==> src/rtl/scr1_tapc_seq.sv <==
// JTAG TAP sequencer: 1149.1 FSM, IR, decode, BYPASS/IDCODE, TDO mux.
// Define SCR1_TAPC_IDCODE_EN to build in the IDCODE register.
module scr1_tapc_seq #(
    parameter int unsigned         IR_WIDTH     = 5,
    parameter logic [31:0]         IDCODE_VALUE = 32'h1000_0001,
    parameter logic [IR_WIDTH-1:0] OPC_IDCODE   = 'h01,
    parameter logic [IR_WIDTH-1:0] OPC_DTMCS    = 'h10,
    parameter logic [IR_WIDTH-1:0] OPC_DMI      = 'h11
) (
    input  logic                clk,
    input  logic                rst_n,
    input  logic                tms,
    input  logic                tdi,
    output logic                tdo,
    output logic                tdo_en,
    output logic                tap_rst_n_sync,
    output logic                fsm_dr_capture,
    output logic                fsm_dr_shift,
    output logic                fsm_dr_update,
    output logic                dr_sel_dtmcs,
    output logic                dr_sel_dmi,
    input  logic                dtmcs_serial,
    input  logic                dmi_serial,
    output logic [IR_WIDTH-1:0] ir_value
);

    typedef enum logic [3:0] {
        TLR, RTI,
        SEL_DR, CAP_DR, SH_DR, EX1_DR, PAU_DR, EX2_DR, UPD_DR,
        SEL_IR, CAP_IR, SH_IR, EX1_IR, PAU_IR, EX2_IR, UPD_IR
    } state_t;

`ifdef SCR1_TAPC_IDCODE_EN
    localparam logic IDCODE_EN = 1'b1;
`else
    localparam logic IDCODE_EN = 1'b0;
`endif
    localparam logic [IR_WIDTH-1:0] RST_OPC = IDCODE_EN ? OPC_IDCODE : '1;
    localparam logic [IR_WIDTH-1:0] IR_CAP  = {{(IR_WIDTH-1){1'b0}}, 1'b1};

    state_t              state;
    state_t              state_nx;
    logic [IR_WIDTH-1:0] ir_sh;
    logic [IR_WIDTH-1:0] ir_reg;
    logic                bypass;
    logic                idcode_tdo;
    logic                sel_idcode;
    logic                sel_bypass;
    logic                tdo_nx;

    always_ff @(posedge clk or negedge rst_n) begin
        if (!rst_n) begin
            state <= TLR;
        end else begin
            state <= state_nx;
        end
    end

    always_comb begin
        state_nx = state;
        unique case (state)
            TLR:    state_nx = tms ? TLR    : RTI;
            RTI:    state_nx = tms ? SEL_DR : RTI;
            SEL_DR: state_nx = tms ? SEL_IR : CAP_DR;
            CAP_DR: state_nx = tms ? EX1_DR : SH_DR;
            SH_DR:  state_nx = tms ? EX1_DR : SH_DR;
            EX1_DR: state_nx = tms ? UPD_DR : PAU_DR;
            PAU_DR: state_nx = tms ? EX2_DR : PAU_DR;
            EX2_DR: state_nx = tms ? UPD_DR : SH_DR;
            UPD_DR: state_nx = tms ? SEL_DR : RTI;
            SEL_IR: state_nx = tms ? TLR    : CAP_IR;
            CAP_IR: state_nx = tms ? EX1_IR : SH_IR;
            SH_IR:  state_nx = tms ? EX1_IR : SH_IR;
            EX1_IR: state_nx = tms ? UPD_IR : PAU_IR;
            PAU_IR: state_nx = tms ? EX2_IR : PAU_IR;
            EX2_IR: state_nx = tms ? UPD_IR : SH_IR;
            UPD_IR: state_nx = tms ? SEL_DR : RTI;
        endcase
    end

    assign tap_rst_n_sync = (state != TLR);
    assign fsm_dr_capture = (state == CAP_DR);
    assign fsm_dr_shift   = (state == SH_DR);
    assign fsm_dr_update  = (state == UPD_DR);

    // TLR forces the reset opcode at both edges, ahead of the negedge reload
    assign ir_value = (state == TLR) ? RST_OPC : ir_reg;

    always_comb begin
        dr_sel_dtmcs = 1'b0;
        dr_sel_dmi   = 1'b0;
        sel_idcode   = 1'b0;
        sel_bypass   = 1'b0;
        unique case (1'b1)
            (ir_value == OPC_DTMCS):                dr_sel_dtmcs = 1'b1;
            (ir_value == OPC_DMI):                  dr_sel_dmi   = 1'b1;
            (IDCODE_EN && ir_value == OPC_IDCODE):  sel_idcode   = 1'b1;
            default:                                sel_bypass   = 1'b1;
        endcase
    end

    always_ff @(posedge clk or negedge rst_n) begin
        if (!rst_n) begin
            ir_sh  <= '0;
            bypass <= 1'b0;
        end else begin
            if (state == CAP_IR) begin
                ir_sh <= IR_CAP;
            end else if (state == SH_IR) begin
                ir_sh <= {tdi, ir_sh[IR_WIDTH-1:1]};
            end
            if (sel_bypass && fsm_dr_capture) begin
                bypass <= 1'b0;
            end else if (sel_bypass && fsm_dr_shift) begin
                bypass <= tdi;
            end
        end
    end

`ifdef SCR1_TAPC_IDCODE_EN
    logic [31:0] idcode_sh;

    always_ff @(posedge clk or negedge rst_n) begin
        if (!rst_n) begin
            idcode_sh <= IDCODE_VALUE;
        end else if (sel_idcode && fsm_dr_capture) begin
            idcode_sh <= IDCODE_VALUE;
        end else if (sel_idcode && fsm_dr_shift) begin
            idcode_sh <= {tdi, idcode_sh[31:1]};
        end
    end

    assign idcode_tdo = idcode_sh[0];
`else
    // no register: IDCODE is never selected, so this term stays 0
    assign idcode_tdo = sel_idcode & IDCODE_VALUE[0];
`endif

    always_comb begin
        tdo_nx = 1'b0;
        if (state == SH_IR) begin
            tdo_nx = ir_sh[0];
        end else if (state == SH_DR) begin
            tdo_nx = (dr_sel_dtmcs & dtmcs_serial)
                   | (dr_sel_dmi   & dmi_serial)
                   | (sel_idcode   & idcode_tdo)
                   | (sel_bypass   & bypass);
        end
    end

    always_ff @(negedge clk or negedge rst_n) begin
        if (!rst_n) begin
            tdo    <= 1'b0;
            tdo_en <= 1'b0;
            ir_reg <= RST_OPC;
        end else begin
            tdo    <= tdo_nx;
            tdo_en <= (state == SH_IR) || (state == SH_DR);
            if (state == TLR) begin
                ir_reg <= RST_OPC;
            end else if (state == UPD_IR) begin
                ir_reg <= ir_sh;
            end
        end
    end

endmodule

==> config.mk <==
export PLATFORM = sky130hd
export DESIGN_NAME = scr1_tapc_seq
export DESIGN_NICKNAME = d
export VERILOG_FILES = /design/src/rtl/scr1_tapc_seq.sv
export SDC_FILE = /design/constraint.sdc
export NUM_CORES = 1
export LEC_CHECK = 0
export CAP_MARGIN = 20
export CORE_MARGIN = 8
export CORE_UTILIZATION = 45
export CTS_CLUSTER_DIAMETER = 200
export DETAILED_ROUTE_END_ITERATION = 8
export GPL_TIMING_DRIVEN = 0
export PLACE_DENSITY = 0.84
export SYNTH_ARGS = -nofsm -noshare
export SYNTH_HDL_FRONTEND = slang
export SYNTH_SLANG_ARGS = --single-unit
==> constraint.sdc <==
create_clock -name clk -period 1.8 [get_ports clk]
set_input_delay 0.54 -clock clk [delete_from_list [all_inputs] [get_ports clk]]
set_output_delay 0.54 -clock clk [all_outputs]
set_load 0.01 [all_outputs]
==> impl_results.md, run 1 <==
- Reg2Reg Depth: 4
- VDD IR max: 1.29 mV
- Compound-Gate Fraction of Synth Area: 20.7%
- Fin util: between 70% and 80%
- H-tree levels: 1
- CP startpoint kind: register
- Slowest CP cell: dfstp_2
- Sink Count: 17
- Die area: approximately 4000 um2
- Vias per cell: 6.09
- Synthesis warning total: 0
- Clk Latency, worst-skew pair: between 0.4 and 0.5 ns
- Yosys cell types: 35
- Vias in the first global route: 1028
- Mean Syn Cell Area: roughly 9 um2
- Rows: 17
- Max_slew headroom: 49.1%
- Crit path max-delay family: simple AND/OR/NAND/NOR gates
- Largest net degree at the start of global routing: 18
- RR Endpoint: bypass
- Buffers & Inverters on Critical Path: 1
- Number of flops mapped to enable cells by yosys: 0
- Ys async rst share: 100%
- Yosys top cell by area: dfrtp_1
- Pwr/cell area: 1840 nW/um2
- I/O pin total: 19
- RD Place Congestion: roughly 0.85
- CP endpoint kind: output port
- CTS tree: built
- Yosys reg bits: 17
- XOR/XNOR Fraction of Synth Area: less than 1%
- Drt drc: 0
- Post-synthesis adder-cell area fraction: 0%
- Final Hold Viols: 0
- Initial Util: between 40% and 50%
- Slew @ Worst Pin: about 0.76 ns
- WL/cell: around 20 um
- Share of layout cells above drive strength 1: ~54%
- Root Buffer: clkbuf_4
- Leak: 0.787 nW
- Skew final: between 0.1 and 0.15 ns
- Post-Syn Area: 985 um2
- Final Slew Violations: 0
- Final worst slack: -1.54 ns
- Synth Flop Type: dfrtp_1
- Min Hold Slack: around 0.35 ns
- Total CTS buffers: 3
- R2r startpoint: ir_reg[4]
- Largest family of logic cells by synthesized area: simple AND/OR/NAND/NOR gates
- Grt total ovfl: 0
- Synth top area share: 25.4%
- FILL cells: between 100 and 150
- Area delta synth->final: 73.4%
- Most frequent cells in the layout: buf_4 (22), buf_6 (16), nand2_1 (9), dfrtp_1 (9), inv_1 (8)
- Die height: 62.8 um
- Syn_nets: roughly 120
- Clock buffer depth: 2
- CP arrival: around 2.8 ns
- Max-Cap Viols: 0
- Final Setup Violations: 21
- First-pass detailed-route iteration total: 6
- Synth top area cells: dfrtp_1 (25%), dfstp_2 (13%), o21ai_0 (6.1%), dfrtn_1 (5.1%), nand2_1 (4.2%)
- Core ar.: about 2100 um2
- Initial antenna violation count: 0
- Worst Hold Class: in2async
- Most common cell after layout, fill and taps aside: buf_4
- Failing checks: setup timing
- Critical path peak fanout: 3
- Clock-pin slew on the worst setup and hold paths: about 0.12 ns
- First-pass GRT wire length: 5.18 mm
- Outcome: finished with violations
- Drt total wl: between 3 and 4 mm
- Crit path kind: reg2out
- Diodes inserted: 0
- Port bufs: 18
- Total GRT Usage: 16.0%
- Sequential-to-total area share from yosys stat: a little over two fifths
- Final ANT Viol Nets: 0
- Cells after synthesis: 112
- RSZ-0062 raised after global routing: yes
- Setup tns final: -13.11 ns
- Crit-path cells: or4b_4 -> or2_4 -> nor2_4 -> buf_6
- Hpwl dp: about 1.7 mm
- Critical Path RT: roughly 1.3 ns
- CP peak stage delay: 0.55 ns
- R2R Setup Slk: -0.97 ns
- Die W: between 60 and 70 um
- Simple-Gate Fraction of Synth Area: 27.7%
- Vias: about 1200
- Mux contribution to synthesized area: under 10%
- Starting DRT DRC Count: 97
- Nets: approximately 180
## cells in the mapped netlist, drive strengths merged, types with 3 or more instances
master	number
buf	3
a21oi	3
or2	6
nand3	3
inv	5
o21ai	12
nor3	3
nor2	11
dfstp	5
nand2	11
clkbuf	6
a22oi	5
dfrtp	10
## where the power goes
group	switching, W	total, W	internal, W	leakage (nW)
clock	0.000198	0.000383	0.000185	0.0528
combinational	0.000954	0.00204	0.00109	0.527
sequential	0.000155	0.000714	0.000559	0.207
total	0.00131	0.00314	0.00183	0.787
## worst reg2reg max path: stages, from the launching register on
cell and delay, ns:
dfstp_2 0.55, or4b_4 0.47, or2_4 0.28, buf_4 0.14, a32o_1 0.26
## worst max path at each step
stage	to	slack, ns	start	depth (start not counted)
final	dr_sel_dtmcs	-1.54	ir_reg[4]	4
after global routing	dr_sel_dtmcs	-1.57	ir_reg[4]	4
after CTS	dr_sel_dmi	-1.45	ir_reg[4]	4
after detailed placement	dr_sel_dmi	-1.55	ir_reg[4]	4
after global placement	dr_sel_dtmcs	-1.53	ir_reg[4]	4
after floorplan	dr_sel_dmi	-0.99	ir_reg[4]	3
## logic make-up (layout without fill, tap and decap cells)
kind of cell,count (synthesis),in the layout
compound gates,31,31
mux,1,1
simple gates,48,48
buf+inv,14,70
xor+xnor,1,1
flops,17,17
## metal layers
layer  track usage [%]  part of all wire (%)  vias up
li1                  -                     -      515
met1              21.0                    40      563
met2              24.6                    46      100
met3              4.84                    10       16
met4              4.84                   3.3        0
met5                 0                     0        -
## what timing repair did
action                     4_1_cts  5_1_grt
setup buffers                   12       19
resized for setup               88       17
hold buffers                     0        0
pin swaps                       11       15
setup endpoints to repair       28       23
## through the flow
step	setup WS, ns	total power [W]	instances	area (um2)
finish	-1.54	0.00314	196	1710
global route	-1.57	0.00329	196	1710
CTS	-1.45	0.00258	178	1530
detailed placement	-1.55	0.00191	158	1300
global placement	-1.53	0.00186	158	1300
floorplan	-0.995	0.00156	112	1090
## cell type report
class	count	area, um2	share of cell area, %
Sequential cell	17	433	25.3
Timing Repair Buffer	49	424	24.8
Clock buffer	4	47.5	2.78
Tap cell	28	35.0	2.05
Clock inverter	5	18.8	1.10
Multi-Input combinational cell	81	632	37.0
Buffer	8	103	6.01
Inverter	4	15.0	0.879
Power figures use the tool's default switching activity.
==> inputs of run 2 (changes only) <==
Settings changed: PLACE_DENSITY 0.84 to 0.75, SKIP_CTS_REPAIR_TIMING set to 1.
==> run 2 against run 1 <==
Against the previous run:
- the run still ends with setup timing left
- combinational power decreased by 12%
- critical path depth unchanged
- clock-buffer cell count unchanged
- register-to-register slack gained 0.15 ns
- flip-flop and latch count did not move
- global-route usage decreased by 3.2 points
- first-iteration DRC count down 68%
- worst hold slack worse by 0.083 ns
- sequential power is essentially flat
- via count down 11%
- total power down 8.6%
- critical endpoint is now dr_sel_dmi
==> impl_results.md, run 2 (synthesized netlist as in run 1, its figures left out) <==
- Starting DRT DRC Count: 31 (-68%)
- Most frequent cells in the layout: buf_4 (15), buf_6 (14), nand2_1 (10), nor2_1 (9), dfrtp_1 (9)
- RSZ-0062 raised after global routing: yes
- Final ANT Viol Nets: 0 (unchanged)
- Sink Count: 17 (unchanged)
- Initial antenna violation count: 0 (unchanged)
- Clock buffer depth: 2 (unchanged)
- Clock-pin slew on the worst setup and hold paths: 0.11 ns (about the same)
- Crit path kind: reg2out
- CP startpoint kind: register
- Grt total ovfl: 0 (unchanged)
- Hpwl dp: 1.77 mm (+2.8%)
- Max-Cap Viols: 0 (unchanged)
- Final Slew Violations: 0 (unchanged)
- Final Setup Violations: 21 (unchanged)
- Leak: 0.747 nW (-5.1%)
- First-pass GRT wire length: 4.26 mm (-18%)
- Skew final: 0.0832 ns (-0.0196 ns)
- Initial Util: 45.8% (unchanged)
- RD Place Congestion: 0.839 (-1.4%)
- Outcome: finished with violations
- First-pass detailed-route iteration total: 4 (-2)
- RR Endpoint: bypass
- CP endpoint kind: output port
- Drt drc: 0 (unchanged)
- H-tree levels: 1 (unchanged)
- Clk Latency, worst-skew pair: 0.38 ns (-0.03 ns)
- Final Hold Viols: 0 (unchanged)
- Drt total wl: 3.12 mm (-21%)
- Diodes inserted: 0 (unchanged)
- Vias per cell: 5.69 (-6.5%)
- Critical Path RT: 1.26 ns (about the same)
- Total GRT Usage: 12.8% (-3.2 points)
- FILL cells: 144 (+35%)
- Port bufs: 18 (unchanged)
- Vias: 1059 (-11%)
- Die W: 62.8 um (unchanged)
- Failing checks: setup timing
- I/O pin total: 19 (unchanged)
- CP arrival: 2.80 ns (about the same)
- Reg2Reg Depth: 3 (-1)
- Most common cell after layout, fill and taps aside: buf_4
- Pwr/cell area: 1780 nW/um2 (-3.4%)
- Final non-filler cell total: 186 (-5.1%)
- WL/cell: 16.8 um (-17%)
- Nets: 165 (-5.7%)
- Placed insts: 158 (unchanged)
- Total CTS buffers: 3 (unchanged)
- Slew @ Worst Pin: 0.741 ns (-0.0226 ns)
- CTS tree: built
- Vias in the first global route: 931 (-9.4%)
- R2r startpoint: ir_reg[4]
- Root Buffer: clkbuf_4
- R2R Setup Slk: -0.82 ns (+0.15 ns)
- VDD IR max: 1.08 mV (-16%)
- Area delta synth->final: 64.2%
- Place WS: -1.55 ns (+0.00204 ns)
- Max_slew headroom: 50.5% (+1.4 points)
- Final Total Pwr: 0.00287 W (-8.6%)
- Worst Hold Class: in2async
- Die area: 3940 um2 (unchanged)
- Final worst slack: -1.54 ns (+0.00185 ns)
- Rows: 17 (unchanged)
- Critical path peak fanout: 4 (+1)
- Die height: 62.8 um (unchanged)
- Share of layout cells above drive strength 1: 49.4% (-4.2 points)
- Largest net degree at the start of global routing: 18 (unchanged)
- Core ar.: 2150 um2 (unchanged)
## run 2: cell type report
class	count	area [um2]	area share [%]
plain buffers	9	113	6.97
repair buffers	38	330	20.4
flip-flops and latches	17	433	26.8
well taps	28	35.0	2.17
multi-input cells	81	619	38.3
clock buffers	4	47.5	2.94
clock inverters	5	18.8	1.16
inverters	4	20.0	1.24
## run 2: critical path: stages, from the launching register on
cell,delay [ns]
dfstp_2,0.56
or4b_4,0.48
or2_4,0.30
nor2_4,0.09
buf_6,0.10
## run 2: how the worst max path moves through the flow
stage / to / cells past startpoint / slack [ns] / start
2_1_floorplan: dr_sel_dmi / 3 / -0.99 / ir_reg[4]
3_3_place_gp: dr_sel_dmi / 4 / -1.54 / ir_reg[4]
3_5_place_dp: dr_sel_dtmcs / 4 / -1.55 / ir_reg[4]
4_1_cts: dr_sel_dtmcs / 4 / -1.91 / ir_reg[4]
5_1_grt: dr_sel_dmi / 4 / -1.56 / ir_reg[4]
6_report: dr_sel_dmi / 4 / -1.54 / ir_reg[4]
## run 2: where the power goes
part           leakage (nW)  internal [W]  switching, W  total [W]
registers             0.207      0.000558      0.000152   0.000711
logic                 0.487      0.000960      0.000836    0.00180
clock network        0.0528      0.000184      0.000180   0.000364
total                 0.747       0.00170       0.00117    0.00287
## run 2: layer usage
metal / wire length (um) / GRT usage, % / up-vias
met4: 166 / 8.55 / 0
li1: - / - / 494
met3: 175 / 2.69 / 18
met1: 1200 / 14.1 / 496
met5: 0 / 0 / -
met2: 1580 / 21.7 / 51
## run 2: metrics by stage
step           util, %  instance area [um2]  hold slack (ns)  setup TNS (ns)
2_1_floorplan        -                 1090            0.244           -6.16
3_3_place_gp      60.6                 1300            0.475          -17.12
3_5_place_dp      60.6                 1300            0.484          -18.09
4_1_cts           63.5                 1360            0.508          -19.33
5_1_grt           75.2                 1620            0.353          -12.63
6_report          75.2                 1620            0.269          -11.92
==> inputs of run 3 (changes only) <==
Settings changed: SLEW_MARGIN set to 5.
==> results of run 3 <==
No change in the layout: final DEF, timing and power equal those of run 2.
